### src/rtl/cp0_timer_intc.sv
// cp0_timer_intc: CP0 Count/Compare timer, Cause.IP state and interrupt resolution.
//
// Ports:
//   clk, reset          clock, asynchronous active-high reset
//   hw_int[N_HW-1:0]    asynchronous level-sensitive hardware interrupt lines
//   wr_valid/id/data    CP0 MTC0 write port (Count=9, Compare=11, Cause=13)
//   st_ie/exl/erl/im    Status fields forwarded from the CP0 register file
//   count, compare      Count and Compare registers
//   ip                  Cause.IP view (software, synchronised hardware, timer)
//   ti                  Cause.TI, sticky timer interrupt
//   int_req, int_code   registered interrupt request and highest pending IP index
module cp0_timer_intc #(
    parameter int unsigned COUNT_DIV   = 2,
    parameter int unsigned N_HW        = 6,
    parameter int unsigned SYNC_STAGES = 2,
    parameter int unsigned TIMER_IP    = 7
) (
    input  logic            clk,
    input  logic            reset,
    input  logic [N_HW-1:0] hw_int,
    input  logic            wr_valid,
    input  logic [4:0]      wr_id,
    input  logic [31:0]     wr_data,
    input  logic            st_ie,
    input  logic            st_exl,
    input  logic            st_erl,
    input  logic [7:0]      st_im,
    output logic [31:0]     count,
    output logic [31:0]     compare,
    output logic [7:0]      ip,
    output logic            ti,
    output logic            int_req,
    output logic [2:0]      int_code
);

    localparam int unsigned PRE_W    = (COUNT_DIV > 1) ? $clog2(COUNT_DIV) : 1;
    // ip_q holds the final synchroniser stage, so the chain itself has one fewer flop
    localparam int unsigned SYNC_PRE = (SYNC_STAGES > 1) ? SYNC_STAGES - 1 : 1;
    localparam logic [4:0]  ID_COUNT   = 5'd9;
    localparam logic [4:0]  ID_COMPARE = 5'd11;
    localparam logic [4:0]  ID_CAUSE   = 5'd13;

    logic [PRE_W-1:0] pre_q, pre_d;
    logic [31:0]      count_q, count_d;
    logic [31:0]      compare_q, compare_d;
    logic             ti_q, ti_d;
    logic [7:0]       ip_q, ip_d;
    logic             int_req_q, int_req_d;
    logic [2:0]       int_code_q, int_code_d;
    logic [N_HW-1:0]  sync_q [SYNC_PRE];
    logic [N_HW-1:0]  sync_d [SYNC_PRE];

    logic             tick_c;
    logic             wr_count_c;
    logic             wr_compare_c;
    logic             wr_cause_c;
    logic [31:0]      count_inc_c;
    logic [N_HW-1:0]  hw_last_c;
    logic [7:0]       pend_c;

    // Decoded write strobes and prescaler tick
    always_comb begin
        wr_count_c   = wr_valid && (wr_id == ID_COUNT);
        wr_compare_c = wr_valid && (wr_id == ID_COMPARE);
        wr_cause_c   = wr_valid && (wr_id == ID_CAUSE);
        tick_c       = (pre_q == PRE_W'(COUNT_DIV - 1));
        count_inc_c  = count_q + 32'd1;
    end

    // Prescaler, Count, Compare and the sticky timer flag
    always_comb begin
        pre_d     = pre_q;
        count_d   = count_q;
        compare_d = compare_q;
        ti_d      = ti_q;

        if (wr_count_c || tick_c) begin
            pre_d = '0;
        end else begin
            pre_d = pre_q + PRE_W'(1);
        end

        // A Count write overrides the tick and can never raise ti
        if (wr_count_c) begin
            count_d = wr_data;
        end else if (tick_c) begin
            count_d = count_inc_c;
            if (count_inc_c == compare_q) begin
                ti_d = 1'b1;
            end
        end

        // Compare write clears ti, winning over a same-cycle match
        if (wr_compare_c) begin
            compare_d = wr_data;
            ti_d      = 1'b0;
        end
    end

    // Hardware line synchroniser chain (final stage lives in ip_q)
    always_comb begin
        for (int s = 0; s < int'(SYNC_PRE); s++) begin
            sync_d[s] = sync_q[s];
        end
        sync_d[0] = hw_int;
        for (int s = 1; s < int'(SYNC_PRE); s++) begin
            sync_d[s] = sync_q[s-1];
        end
        hw_last_c = (SYNC_STAGES > 1) ? sync_q[SYNC_PRE-1] : hw_int;
    end

    // Next Cause.IP: software bits held, hardware bits level, timer ORed in
    always_comb begin
        ip_d = 8'h00;
        ip_d[1:0] = wr_cause_c ? wr_data[9:8] : ip_q[1:0];
        for (int i = 0; i < int'(N_HW); i++) begin
            ip_d[2+i] = hw_last_c[i];
        end
        ip_d[TIMER_IP] = ip_d[TIMER_IP] | ti_d;
    end

    // Masked pending resolution, one cycle behind ip and Status
    always_comb begin
        pend_c     = ip_q & st_im;
        int_req_d  = st_ie && !st_exl && !st_erl && (pend_c != 8'h00);
        int_code_d = 3'd0;
        for (int i = 0; i < 8; i++) begin
            if (pend_c[i]) begin
                int_code_d = 3'(i);
            end
        end
    end

    always_ff @(posedge clk or posedge reset) begin
        if (reset) begin
            pre_q      <= '0;
            count_q    <= 32'h0;
            compare_q  <= 32'h0;
            ti_q       <= 1'b0;
            ip_q       <= 8'h00;
            int_req_q  <= 1'b0;
            int_code_q <= 3'd0;
            for (int s = 0; s < int'(SYNC_PRE); s++) begin
                sync_q[s] <= '0;
            end
        end else begin
            pre_q      <= pre_d;
            count_q    <= count_d;
            compare_q  <= compare_d;
            ti_q       <= ti_d;
            ip_q       <= ip_d;
            int_req_q  <= int_req_d;
            int_code_q <= int_code_d;
            for (int s = 0; s < int'(SYNC_PRE); s++) begin
                sync_q[s] <= sync_d[s];
            end
        end
    end

    assign count    = count_q;
    assign compare  = compare_q;
    assign ip       = ip_q;
    assign ti       = ti_q;
    assign int_req  = int_req_q;
    assign int_code = int_code_q;

endmodule
### config.mk
export PLATFORM = sky130hd
export DESIGN_NAME = cp0_timer_intc
export DESIGN_NICKNAME = d
export VERILOG_FILES = /design/src/rtl/cp0_timer_intc.sv
export SDC_FILE = /design/constraint.sdc
export NUM_CORES = 1
export LEC_CHECK = 0
export BUFFER_PORTS_ARGS = -buffer_cell sky130_fd_sc_hd__buf_2
export CAP_MARGIN = 30
export CORE_ASPECT_RATIO = 1.1
export CORE_UTILIZATION = 47
export CTS_CLUSTER_DIAMETER = 120
export DETAILED_ROUTE_END_ITERATION = 6
export GPL_TIMING_DRIVEN = 1
export PLACE_DENSITY_LB_ADDON = 0.12
export SKIP_CTS_REPAIR_TIMING = 1
export SLEW_MARGIN = 20
export SYNTH_ARGS = -nofsm -noshare
export SYNTH_HDL_FRONTEND = slang
export SYNTH_SLANG_ARGS = --single-unit
### constraint.sdc
create_clock -name clk -period 2.9 [get_ports clk]
set_input_delay 0.29 -clock clk [delete_from_list [all_inputs] [get_ports clk]]
set_output_delay 0.29 -clock clk [all_outputs]
set_load 0.005 [all_outputs]
==> impl_metrics.env <==
export IMPL_seq_area_um2=2103
export IMPL_synth_edff_count=0
export IMPL_clkTransAtPathRegs_ps=90
export IMPL_startpoint_type="flip-flop"
export IMPL_p_per_area_nw_per_um2=687.0
export IMPL_synthArstFlopShare_pct=100.0
export IMPL_cts_tree="built"
export IMPL_initial_utilization_pct=48.90
export IMPL_maxCapViolCount=0
export IMPL_fin_skew_ps=5.654
export IMPL_syn_num_nets=580
export IMPL_yosys_top_cells_count="nand2_1 (131), dfrtp_1 (84), xnor2_1 (42)"
export IMPL_yosysTopAreaCellShare_pct=45.52
export IMPL_clock_latency_ps=360
export IMPL_hp_class="input pin to flip-flop"
export IMPL_antenna_found_initial=0
export IMPL_final_cells=784
export IMPL_diodes=0
export IMPL_synthFlopType="dfrtp_1"
export IMPL_hold_start="hw_int[1]"
export IMPL_cts_made_buffers=9
export IMPL_gp_congestion=0.8642
export IMPL_fmax_ghz=0.3536
export IMPL_worstReg2RegStart="count[1]$_DFFE_PP0P_"
export IMPL_min_path_cells=1
export IMPL_synth_distinct_cells=51
export IMPL_period_needed_ps=2828
export IMPL_drv_slew=0
export IMPL_netlist_area_um2=4618
export IMPL_cp_arrival_ps=3120
export IMPL_rows=37
export IMPL_ctsHtreeMaxLevel=3
export IMPL_route_detailed_drc=0
export IMPL_cts_buffer_depth=2
export IMPL_path_class="flip-flop to flip-flop"
export IMPL_dieArea_um2=10230
export IMPL_postSynthCellCount=522
export IMPL_min_to="hw_last_c[1]$_DFF_PP0_"
export IMPL_r2r_slack_ps=70
export IMPL_track_usage_pct=25.82
export IMPL_max_slew_margin_rel_pct=65.65
export IMPL_dieHeight_um=106.0
export IMPL_setup_viol=0
export IMPL_dp_hpwl_um=9599
export IMPL_rr_worst_depth=7
export IMPL_multiInputGateArea_um2=2367
export IMPL_portBuffers=133
export IMPL_drive_gt1_share_pct=29.69
export IMPL_regToRegEndpoint="ti$_DFF_PP0_"
export IMPL_antenna_left=0
export IMPL_status="completed"
export IMPL_ioPinCount=134
export IMPL_yosys_warnings=0
export IMPL_core_area_um2=9444
export IMPL_tightest_slew_ps=511.4
export IMPL_vias=4223
export IMPL_worstSetupEndpointType="flip-flop"
export IMPL_drt_first_iter_violations=248
export IMPL_synth_largest_area_cell="dfrtp_1"
export IMPL_post_synth_top_count_cell="nand2_1"
export IMPL_hold_violations=0
export IMPL_placedCellCount=766
export IMPL_crit_fanout=6
export IMPL_numClockSinks=84
export IMPL_rsz0062_at_grt="no"
export IMPL_first_global_vias=4097
export IMPL_die_w_um=96.51
export IMPL_grt_overflow=0
export IMPL_ys_seq_area_share_pct=45.52
export IMPL_fillers=876
export IMPL_root_buffer="clkbuf_8"
export IMPL_nets=720
export IMPL_areaGrowthSynthToFinish_pct=24.46
export IMPL_firstDrtPassIters=5
export IMPL_grt_max_degree=51
export IMPL_p_leak_nw=2.599
export IMPL_wl_um=12530
export IMPL_peakVddDrop_mv=0.4270
export IMPL_required_ps=3190
export IMPL_fin_crit_sh_pct=97.51
export IMPL_setup_tns_ps=0
export IMPL_wire_per_inst_um=15.98
export IMPL_postSynthAreaPerCell_um2=8.847
export IMPL_netlist_top_cells_area="dfrtp_1 (46%), nand2_1 (11%), xnor2_1 (8.0%)"
export IMPL_vias_per_cell=5.386
export IMPL_grt_pass1_wl_um=19850
export IMPL_ys_seq_elements=84
-- state kept, by name, summed over array words and instances (netlist names) --
name	cells
int_code	3
compare	32
ti	1
hw_last_c	6
count	32
pre_q	1
ip	8
int_req	1
-- critical path: stages (launching register included) --
cell and delay (ps):
dfrtp_1 360, ha_2 240, nand3_4 110, or3_1 420, or4_4 550, or4b_1 490
a2111o_1 440, o21ai_1 130
-- stage by stage --
step | power, mW | hold slack [ps] | utilization, % | area, µm² | worst slack (ps)
2_1_floorplan | 2.507 | 321.4 | - | 4622 | 41.42
3_3_place_gp | 3.087 | 331.5 | 58.43 | 5518 | 166.4
3_5_place_dp | 3.114 | 334.7 | 58.43 | 5518 | 111.6
4_1_cts | 3.983 | 13.45 | 60.55 | 5718 | 78.57
5_1_grt | 4.187 | 11.37 | 60.86 | 5748 | 1.511
6_report | 3.949 | 28.65 | 60.86 | 5748 | 72.26
-- worst max-delay path by stage --
stage,from,slack (ps),depth (start not counted),to
after floorplan,count[0]$_DFFE_PP0P_,40,8,ip[7]$_DFF_PP0_
after global placement,count[0]$_DFFE_PP0P_,170,7,ti$_DFF_PP0_
after detailed placement,count[1]$_DFFE_PP0P_,110,7,ti$_DFF_PP0_
after CTS,count[1]$_DFFE_PP0P_,80,7,ti$_DFF_PP0_
after global routing,count[1]$_DFFE_PP0P_,2,7,ti$_DFF_PP0_
final,count[1]$_DFFE_PP0P_,70,7,ti$_DFF_PP0_
-- kinds of logic after synthesis --
family                   after synthesis  share of synthesized area, %
XOR/XNOR                              73                         13.84
buffers and inverters                 38                         3.387
AND/OR/NAND/NOR                      236                         23.76
AO/OA/AOI/OAI                         78                         10.38
flip-flops                            84                         45.52
adder cells (fa/ha/maj)                1                        0.2709
multiplexers                          12                         2.845
-- cells in the final DEF, fill, tap and decap left out, types with 4 or more instances in the layout --
cell | synthesis | final
and3_1 | 4 | 4
buf_2 | 4 | 133
nor2_1 | 23 | 23
nand2_1 | 131 | 131
o21ai_0 | 40 | 40
a21oi_1 | 6 | 6
xnor2_1 | 42 | 42
nand4_1 | 21 | 21
nor4_1 | 7 | 7
nor3_1 | 10 | 9
mux2_2 | 9 | 9
dfrtp_1 | 84 | 83
a31oi_1 | 5 | 5
inv_1 | 5 | 4
nand3_1 | 18 | 18
buf_4 | 0 | 26
clkbuf_8 | 0 | 9
a22oi_1 | 4 | 4
xor2_1 | 31 | 31
-- layout make-up --
cell class	count	share of cell area [%]
multi-input combinational	400	41.18
sequential	84	36.59
timing repair buffer	162	15.85
tap	117	2.547
clock buffer	9	2.155
clock inverter	7	1.328
inverter	5	0.3483
-- power breakdown --
part,switching (mW),internal (mW)
sequential,0.255,1.40
clock,0.456,0.402
combinational,0.731,0.703
total,1.44,2.51
-- metal layers --
metal / GRT usage [%] / wire (µm) / vias to the layer above
met1: 32.54 / 5380 / 2012
met5: 0 / 0 / -
met3: 4.220 / 565 / 17
met4: 8.613 / 209 / 0
li1: - / - / 2074
met2: 44.32 / 6377 / 120
Power figures use the tool's default switching activity.
